`src/rtl/pwm_pkg.sv`:
```
`default_nettype none
// ============================================================================
//  Module      : pwm_pkg
//  Description : Shared types, default rainbow palette and duty scaling
//                helper for the RGB PWM blocks.
//  Revision    : 1.0  initial release
// ============================================================================
package pwm_pkg;

    typedef enum logic {
        PH_RISE = 1'b0,
        PH_FALL = 1'b1
    } phase_e;

    // Entry 0 in the low bits: red, orange, yellow, green, blue, indigo, purple
    localparam logic [167:0] c_rainbow_palette =
        168'hA020F0_082E54_0000FF_00FF00_FFFF00_FF3C00_FF0000;

    // (val * (lvl + 1)) >> dw; lvl = MAX returns val, lvl = 0 returns 0
    function automatic logic [31:0] scale(
        input logic [31:0] val,
        input logic [31:0] lvl,
        input int unsigned dw
    );
        logic [63:0] prod;
        logic [63:0] shifted;
        prod    = {32'd0, val} * ({32'd0, lvl} + 64'd1);
        shifted = prod >> dw;
        return shifted[31:0];
    endfunction

endpackage
`default_nettype wire

```
`src/rtl/pwm_tick_gen.sv`:
```
`default_nettype none
// ============================================================================
//  Module      : pwm_tick_gen
//  Description : Prescaler producing a tick every DIV enabled clocks, with a
//                synchronous clear.
//  Revision    : 1.0  initial release
// ============================================================================
module pwm_tick_gen #(
    parameter int unsigned DIV = 625000
) (
    input  logic clk,
    input  logic rst_n,
    input  logic i_en,
    input  logic i_clr,
    output logic o_tick
);

    localparam int unsigned     c_cw   = (DIV > 1) ? $clog2(DIV) : 1;
    localparam logic [c_cw-1:0] c_last = c_cw'(DIV - 1);

    logic [c_cw-1:0] r_count;

    always_ff @(posedge clk or negedge rst_n) begin
        if (!rst_n) begin
            r_count <= '0;
        end else if (i_clr) begin
            r_count <= '0;
        end else if (i_en) begin
            r_count <= (r_count == c_last) ? '0 : r_count + 1'b1;
        end
    end

    assign o_tick = i_en && (r_count == c_last);

endmodule
`default_nettype wire

```
`src/rtl/pwm_color_sequencer.sv`:
```
`default_nettype none
// ============================================================================
//  Module      : pwm_color_sequencer
//  Description : Breathing rainbow sequencer over a writable palette, emitting
//                registered per-channel PWM duty words.
//  Revision    : 1.0  initial release
// ============================================================================
module pwm_color_sequencer
    import pwm_pkg::*;
#(
    parameter int unsigned               CH           = 3,
    parameter int unsigned               DW           = 8,
    parameter int unsigned               NCOLOR       = 7,
    parameter int unsigned               AW           = 3,
    parameter int unsigned               DIV          = 625000,
    parameter logic [NCOLOR*CH*DW-1:0]   PALETTE_INIT = c_rainbow_palette
) (
    input  logic                 clk,
    input  logic                 rst_n,
    input  logic                 en,
    input  logic                 mode,
    input  logic                 hold,
    input  logic                 next,
    input  logic                 wr_en,
    input  logic [AW-1:0]        wr_addr,
    input  logic [CH*DW-1:0]     wr_data,
    output logic [CH*DW-1:0]     duty_out,
    output logic [AW-1:0]        color_idx,
    output logic                 phase,
    output logic                 color_done
);

    localparam logic [DW-1:0] c_max      = {DW{1'b1}};
    localparam logic [AW-1:0] c_last_idx = AW'(NCOLOR - 1);
    localparam logic [AW:0]   c_ncolor   = (AW + 1)'(NCOLOR);

    logic [CH*DW-1:0] r_pal [NCOLOR];

    phase_e           r_phase, w_phase_nxt;
    logic [DW-1:0]    r_level, w_level_nxt;
    logic [AW-1:0]    r_idx, w_idx_nxt, w_idx_inc;
    logic             r_done, w_done_nxt;
    logic             w_tick;
    logic             w_next_go;
    logic [DW-1:0]    w_disp;
    logic [CH*DW-1:0] w_cur;
    logic [CH*DW-1:0] w_duty;
    logic [CH*DW-1:0] r_duty;

    assign w_next_go = en & next;

    pwm_tick_gen #(
        .DIV    (DIV)
    ) u_tick_gen (
        .clk    (clk),
        .rst_n  (rst_n),
        .i_en   (en),
        .i_clr  (w_next_go),
        .o_tick (w_tick)
    );

    // Palette writes are independent of en; out-of-range addresses are dropped
    always_ff @(posedge clk or negedge rst_n) begin
        if (!rst_n) begin
            for (int k = 0; k < NCOLOR; k++) begin
                r_pal[k] <= PALETTE_INIT[k*CH*DW +: CH*DW];
            end
        end else if (wr_en && ({1'b0, wr_addr} < c_ncolor)) begin
            r_pal[wr_addr] <= wr_data;
        end
    end

    assign w_idx_inc = (r_idx == c_last_idx) ? '0 : r_idx + 1'b1;

    always_comb begin
        w_phase_nxt = r_phase;
        w_level_nxt = r_level;
        w_idx_nxt   = r_idx;
        w_done_nxt  = 1'b0;
        if (w_next_go) begin
            w_phase_nxt = PH_RISE;
            w_level_nxt = '0;
            w_idx_nxt   = w_idx_inc;
            w_done_nxt  = 1'b1;
        end else if (w_tick) begin
            case (r_phase)
                PH_RISE: begin
                    w_level_nxt = r_level + 1'b1;
                    if (w_level_nxt == c_max) begin
                        w_phase_nxt = PH_FALL;
                    end
                end
                PH_FALL: begin
                    w_level_nxt = r_level - 1'b1;
                    if (w_level_nxt == '0) begin
                        // Ramp restarts even when hold keeps the colour
                        w_phase_nxt = PH_RISE;
                        if (!hold) begin
                            w_idx_nxt  = w_idx_inc;
                            w_done_nxt = 1'b1;
                        end
                    end
                end
            endcase
        end
    end

    assign w_disp = mode ? c_max : r_level;
    assign w_cur  = r_pal[r_idx];

    for (genvar c = 0; c < CH; c++) begin : g_ch
        assign w_duty[c*DW +: DW] = DW'(scale(32'(w_cur[c*DW +: DW]), 32'(w_disp), DW));
    end

    always_ff @(posedge clk or negedge rst_n) begin
        if (!rst_n) begin
            r_phase <= PH_RISE;
            r_level <= '0;
            r_idx   <= '0;
            r_done  <= 1'b0;
            r_duty  <= '0;
        end else begin
            r_phase <= w_phase_nxt;
            r_level <= w_level_nxt;
            r_idx   <= w_idx_nxt;
            r_done  <= w_done_nxt;
            r_duty  <= w_duty;
        end
    end

    assign duty_out   = r_duty;
    assign color_idx  = r_idx;
    assign phase      = r_phase;
    assign color_done = r_done;

endmodule
`default_nettype wire

```
`config.mk`:
```
export PLATFORM = sky130hd
export DESIGN_NAME = pwm_color_sequencer
export DESIGN_NICKNAME = d
export VERILOG_FILES = /design/src/rtl/pwm_pkg.sv /design/src/rtl/pwm_tick_gen.sv /design/src/rtl/pwm_color_sequencer.sv
export SDC_FILE = /design/constraint.sdc
export NUM_CORES = 1
export LEC_CHECK = 0
export ABC_AREA = 1
export CAP_MARGIN = 40
export CORE_MARGIN = 2
export CORE_UTILIZATION = 43
export CTS_CLUSTER_DIAMETER = 100
export CTS_CLUSTER_SIZE = 25
export DETAILED_ROUTE_END_ITERATION = 10
export PLACE_DENSITY_LB_ADDON = 0.1
export SYNTH_ARGS = -nofsm -noshare
export SYNTH_HDL_FRONTEND = slang
export SYNTH_SLANG_ARGS = --single-unit
```
`constraint.sdc`:
```
create_clock -name clk -period 6.4 [get_ports clk]
set_input_delay 0.64 -clock clk [delete_from_list [all_inputs] [get_ports clk]]
set_output_delay 0.64 -clock clk [all_outputs]
set_load 0.02 [all_outputs]
```
==> summary.md <==
| Metric | Value |
|---|---|
| Clock Skews | `between 50 and 60 ps` |
| Vias per cell | `just over 5` |
| Gates resized, CTS repair | `0` |
| Max capacitance violation total | `0` |
| Tightest Pin Transition | `around 770 ps` |
| Global routing met3 resource utilization | `0.0263` |
| Top-Level Pins | `63` |
| Type of the worst setup path | `reg -> reg` |
| Number of synthesis warnings | `0` |
| Global Route met2 Usage | `0.372` |
| Count of final max-slew check failures | `0` |
| Core region area | `roughly 0.039 mm²` |
| Clock latency on the worst-skew pair | `530 ps` |
| Total power draw | `approximately 9000 µW` |
| Clock root buffer | `sky130_fd_sc_hd__clkbuf_16` |
| Most frequent cell on the critical path | `sky130_fd_sc_hd__nand2_1` |
| Width of the die | `between 200 and 250 µm` |
| Average detailed-routed wire length per instance | `between 15 and 20 µm` |
| Worst-case setup slack after placement | `286 ps` |
| Post-route worst setup slack | `a little over 700 ps` |
| Post-synthesis average cell area | `7.92 µm²` |
| Worst IR drop on VDD | `0.257 mV` |
| Gate Count Post-Synth | `between 2000 and 2500` |
| Sequential area share after synthesis | `0.339` |
| Clock-pin transition on the worst setup and hold timing paths | `about 90 ps` |
| Commonest cells after routing, fill and taps aside | `sky130_fd_sc_hd__nand2_1, sky130_fd_sc_hd__inv_1, sky130_fd_sc_hd__nor2_1, sky130_fd_sc_hd__o21ai_0, sky130_fd_sc_hd__dfrtp_1` |
| End of the worst register-to-register path | `duty_out[23]$_DFF_PN0_` |
| Number of setup violations in the final report | `0` |
| Post-detailed-routing wire length | `about 44000 µm` |
| Total congestion overflow after global routing | `0` |
| Path type of the worst min-delay path | `in -> async` |
| Die ar. | `0.0408 mm²` |
| PortBufs | `62` |
| Most common cell after layout, fill and taps aside | `sky130_fd_sc_hd__nand2_1` |
| Total number of H-tree levels | `1` |
| Share of final-layout standard cells stronger than drive strength 1 | `0.0763` |
| Busiest grt layer | `met2` |
| Crit Path Max Fanout | `15` |
| Global-route wire length before repair | `between 70000 and 80000 µm` |
| Number of antenna violations at the first check in global routing | `0` |
| Clock tree from TritonCTS | `built` |
| Clock Tree Buf Depth | `3` |
| Largest cells by area after synthesis | `sky130_fd_sc_hd__dfrtp_1, sky130_fd_sc_hd__fa_1, sky130_fd_sc_hd__nand2_1` |
| Remaining routing DRC violations | `0` |
| Count of distinct cell types in the synthesized netlist | `45` |
| Crit path launch type | `flop` |
| Leakage Power | `~0.0093 µW` |
| Crit-path cells | `nand2_2 > inv_2 > buf_4 > nand2_1 > nand2_1 > inv_1 > a22oi_1 > inv_2 > nor2_1 > fa_1 > fa_1 > fa_1 > inv_1 > fa_1 > inv_1 > ha_1 > a21oi_1 > o21ai_0 > a221oi_1 > nand2_1 > nand2_1 > nand2_1` |
| Cell area after technology mapping | `0.0169 mm²` |
| Cell at the slowest stage of the critical path | `sky130_fd_sc_hd__dfrtp_1` |
| Worst slew margin | `0.484` |
| 1st-iter DRT viols | `926` |
| Total power density per cell area | `between 400 and 500 mW/mm²` |
| Die Span Y | `202 µm` |
| Largest net degree at the start of global routing | `roughly 130` |
| Final hold violation count | `0` |
| #FFs+latches synth | `~230` |
| Top cell type by total area after synthesis | `sky130_fd_sc_hd__dfrtp_1` |
| Cell family with the largest share of critical-path delay | `adder cells` |
| Maximum achievable frequency | `around 0.18 GHz` |
| Final HPWL DP | `about 31000 µm` |
| Sum of negative setup slack | `0 ps` |
| Worst r2r src | `color_idx[1]$_DFFE_PN0P_` |
| # hold bufs at CTS | `0` |
| Buf/Inv on CP | `6` |
| Count of antenna diodes in the layout | `0` |
| Number of global-route vias before repair | `between 10000 and 15000` |
| Crit share post-route | `0.887` |
| Final RePlAce weighted congestion | `between 0.8 and 0.9` |
| Delay of the slowest critical-path stage | `620 ps` |
| Required @ worst endpoint | `6790 ps` |
| # clock sinks | `around 230` |
| Met1 track demand over resource in global routing | `0.317` |
| Clock period minus worst slack | `about 5700 ps` |
| Number of nets in the layout | `between 2000 and 2500` |
| Overall Global Routing Usage | `0.224` |
| Category of the worst setup path capture point | `flop` |
| 1st-pass router iterations | `5` |
| Outcome | `finished, final reports clean` |
| Synthesis-to-layout area growth | `10.3%` |
| Via count | `around 14000` |
| Signal arrival time at the worst endpoint | `6070 ps` |
| # Post-CTS Setup Buffers | `0` |
| Portion of synthesized cell area occupied by the leading cell type | `0.234` |
| DRT antenna net count | `0` |
| Row count | `roughly 70` |
| R2R setup slack | `720 ps` |
| Num CTS Buffers | `16` |
| Syn Nets | `between 2000 and 2500` |
| Length in cells of the worst reg-to-reg path | `22` |
| Effective utilization at floorplan | `0.436` |
| Unrepaired setup endpoints after global routing | `false` |
report_power, final:
group          total (µW)  switching, µW  internal [µW]  leakage [µW]
logic                6050           3890           2160       0.00636
registers            1920            143           1780       0.00273
clock network        1050            557            495      0.000238
final cells by class:
| cell class | count | area, µm² |
|---|---|---|
| inverters | 294 | 1100 |
| multi-input cells | 1526 | 9660 |
| clock inverters | 5 | 53.8 |
| well taps | 518 | 648 |
| flip-flops and latches | 225 | 5720 |
| clock buffers | 23 | 437 |
| repair buffers | 102 | 983 |
| fillers | 3841 | 20000 |
state kept, by name, summed over array words and instances (netlist names):
signal and count:
r_level 8, r_pal 168, color_done 1, u_tick_gen.r_count 20
color_idx 3, duty_out 24, phase 1
cell usage after synthesis (all sizes together):
cell / number
a211oi: 3
a21boi: 1
a21oi: 44
a221oi: 4
a22oi: 4
and2: 3
and3: 2
buf: 29
clkbuf: 56
dfrtp: 158
dfstp: 67
fa: 120
ha: 102
inv: 294
nand2: 514
nand3: 91
nand4: 23
nor2: 267
nor3: 24
nor4: 2
o2111ai: 1
o211ai: 16
o21a: 3
o21ai: 233
o21bai: 4
o221ai: 12
o22ai: 3
o31ai: 1
or2: 8
xnor2: 9
xor2: 32
through the flow:
step / instances / cell area (µm²) / hold slack, ps / util
6_report: 2693 / 18600 / 163 / 0.481
5_1_grt: 2693 / 18600 / 208 / 0.481
4_1_cts: 2693 / 18600 / 181 / 0.481
3_5_place_dp: 2665 / 18100 / 466 / 0.469
3_3_place_gp: 2663 / 18100 / 459 / 0.468
2_1_floorplan: 2130 / 16900 / 344 / -
routing by layer:
| layer | part of all wire | vias to the layer above |
|---|---|---|
| li1 | - | 6788 |
| met1 | 0.48 | 6714 |
| met2 | 0.47 | 260 |
| met3 | 0.041 | 42 |
| met4 | 0.016 | 0 |
| met5 | 0 | - |
worst max path at each step:
stage                        startpoint  cells past startpoint  slack [ps]                     end
2_1_floorplan                      mode                     23         420  duty_out[15]$_DFF_PN0_
3_3_place_gp                       mode                     22         410   duty_out[7]$_DFF_PN0_
3_5_place_dp                       mode                     22         290   duty_out[7]$_DFF_PN0_
4_1_cts        color_idx[1]$_DFFE_PN0P_                     24         750  duty_out[15]$_DFF_PN0_
5_1_grt        color_idx[1]$_DFFE_PN0P_                     24         260  duty_out[15]$_DFF_PN0_
6_report       color_idx[1]$_DFFE_PN0P_                     22         720  duty_out[23]$_DFF_PN0_
cell families (layout without fill, tap and decap cells):
group / count (synthesis) / after routing / synth area share
AO/OA/AOI/OAI: 329 / 329 / 0.107
XOR/XNOR: 41 / 41 / 0.0213
adder cells (fa/ha/maj): 222 / 222 / 0.218
buffers and inverters: 379 / 424 / 0.0889
flip-flops: 225 / 225 / 0.339
AND/OR/NAND/NOR: 934 / 934 / 0.226
(Power assumes the default switching activity.)
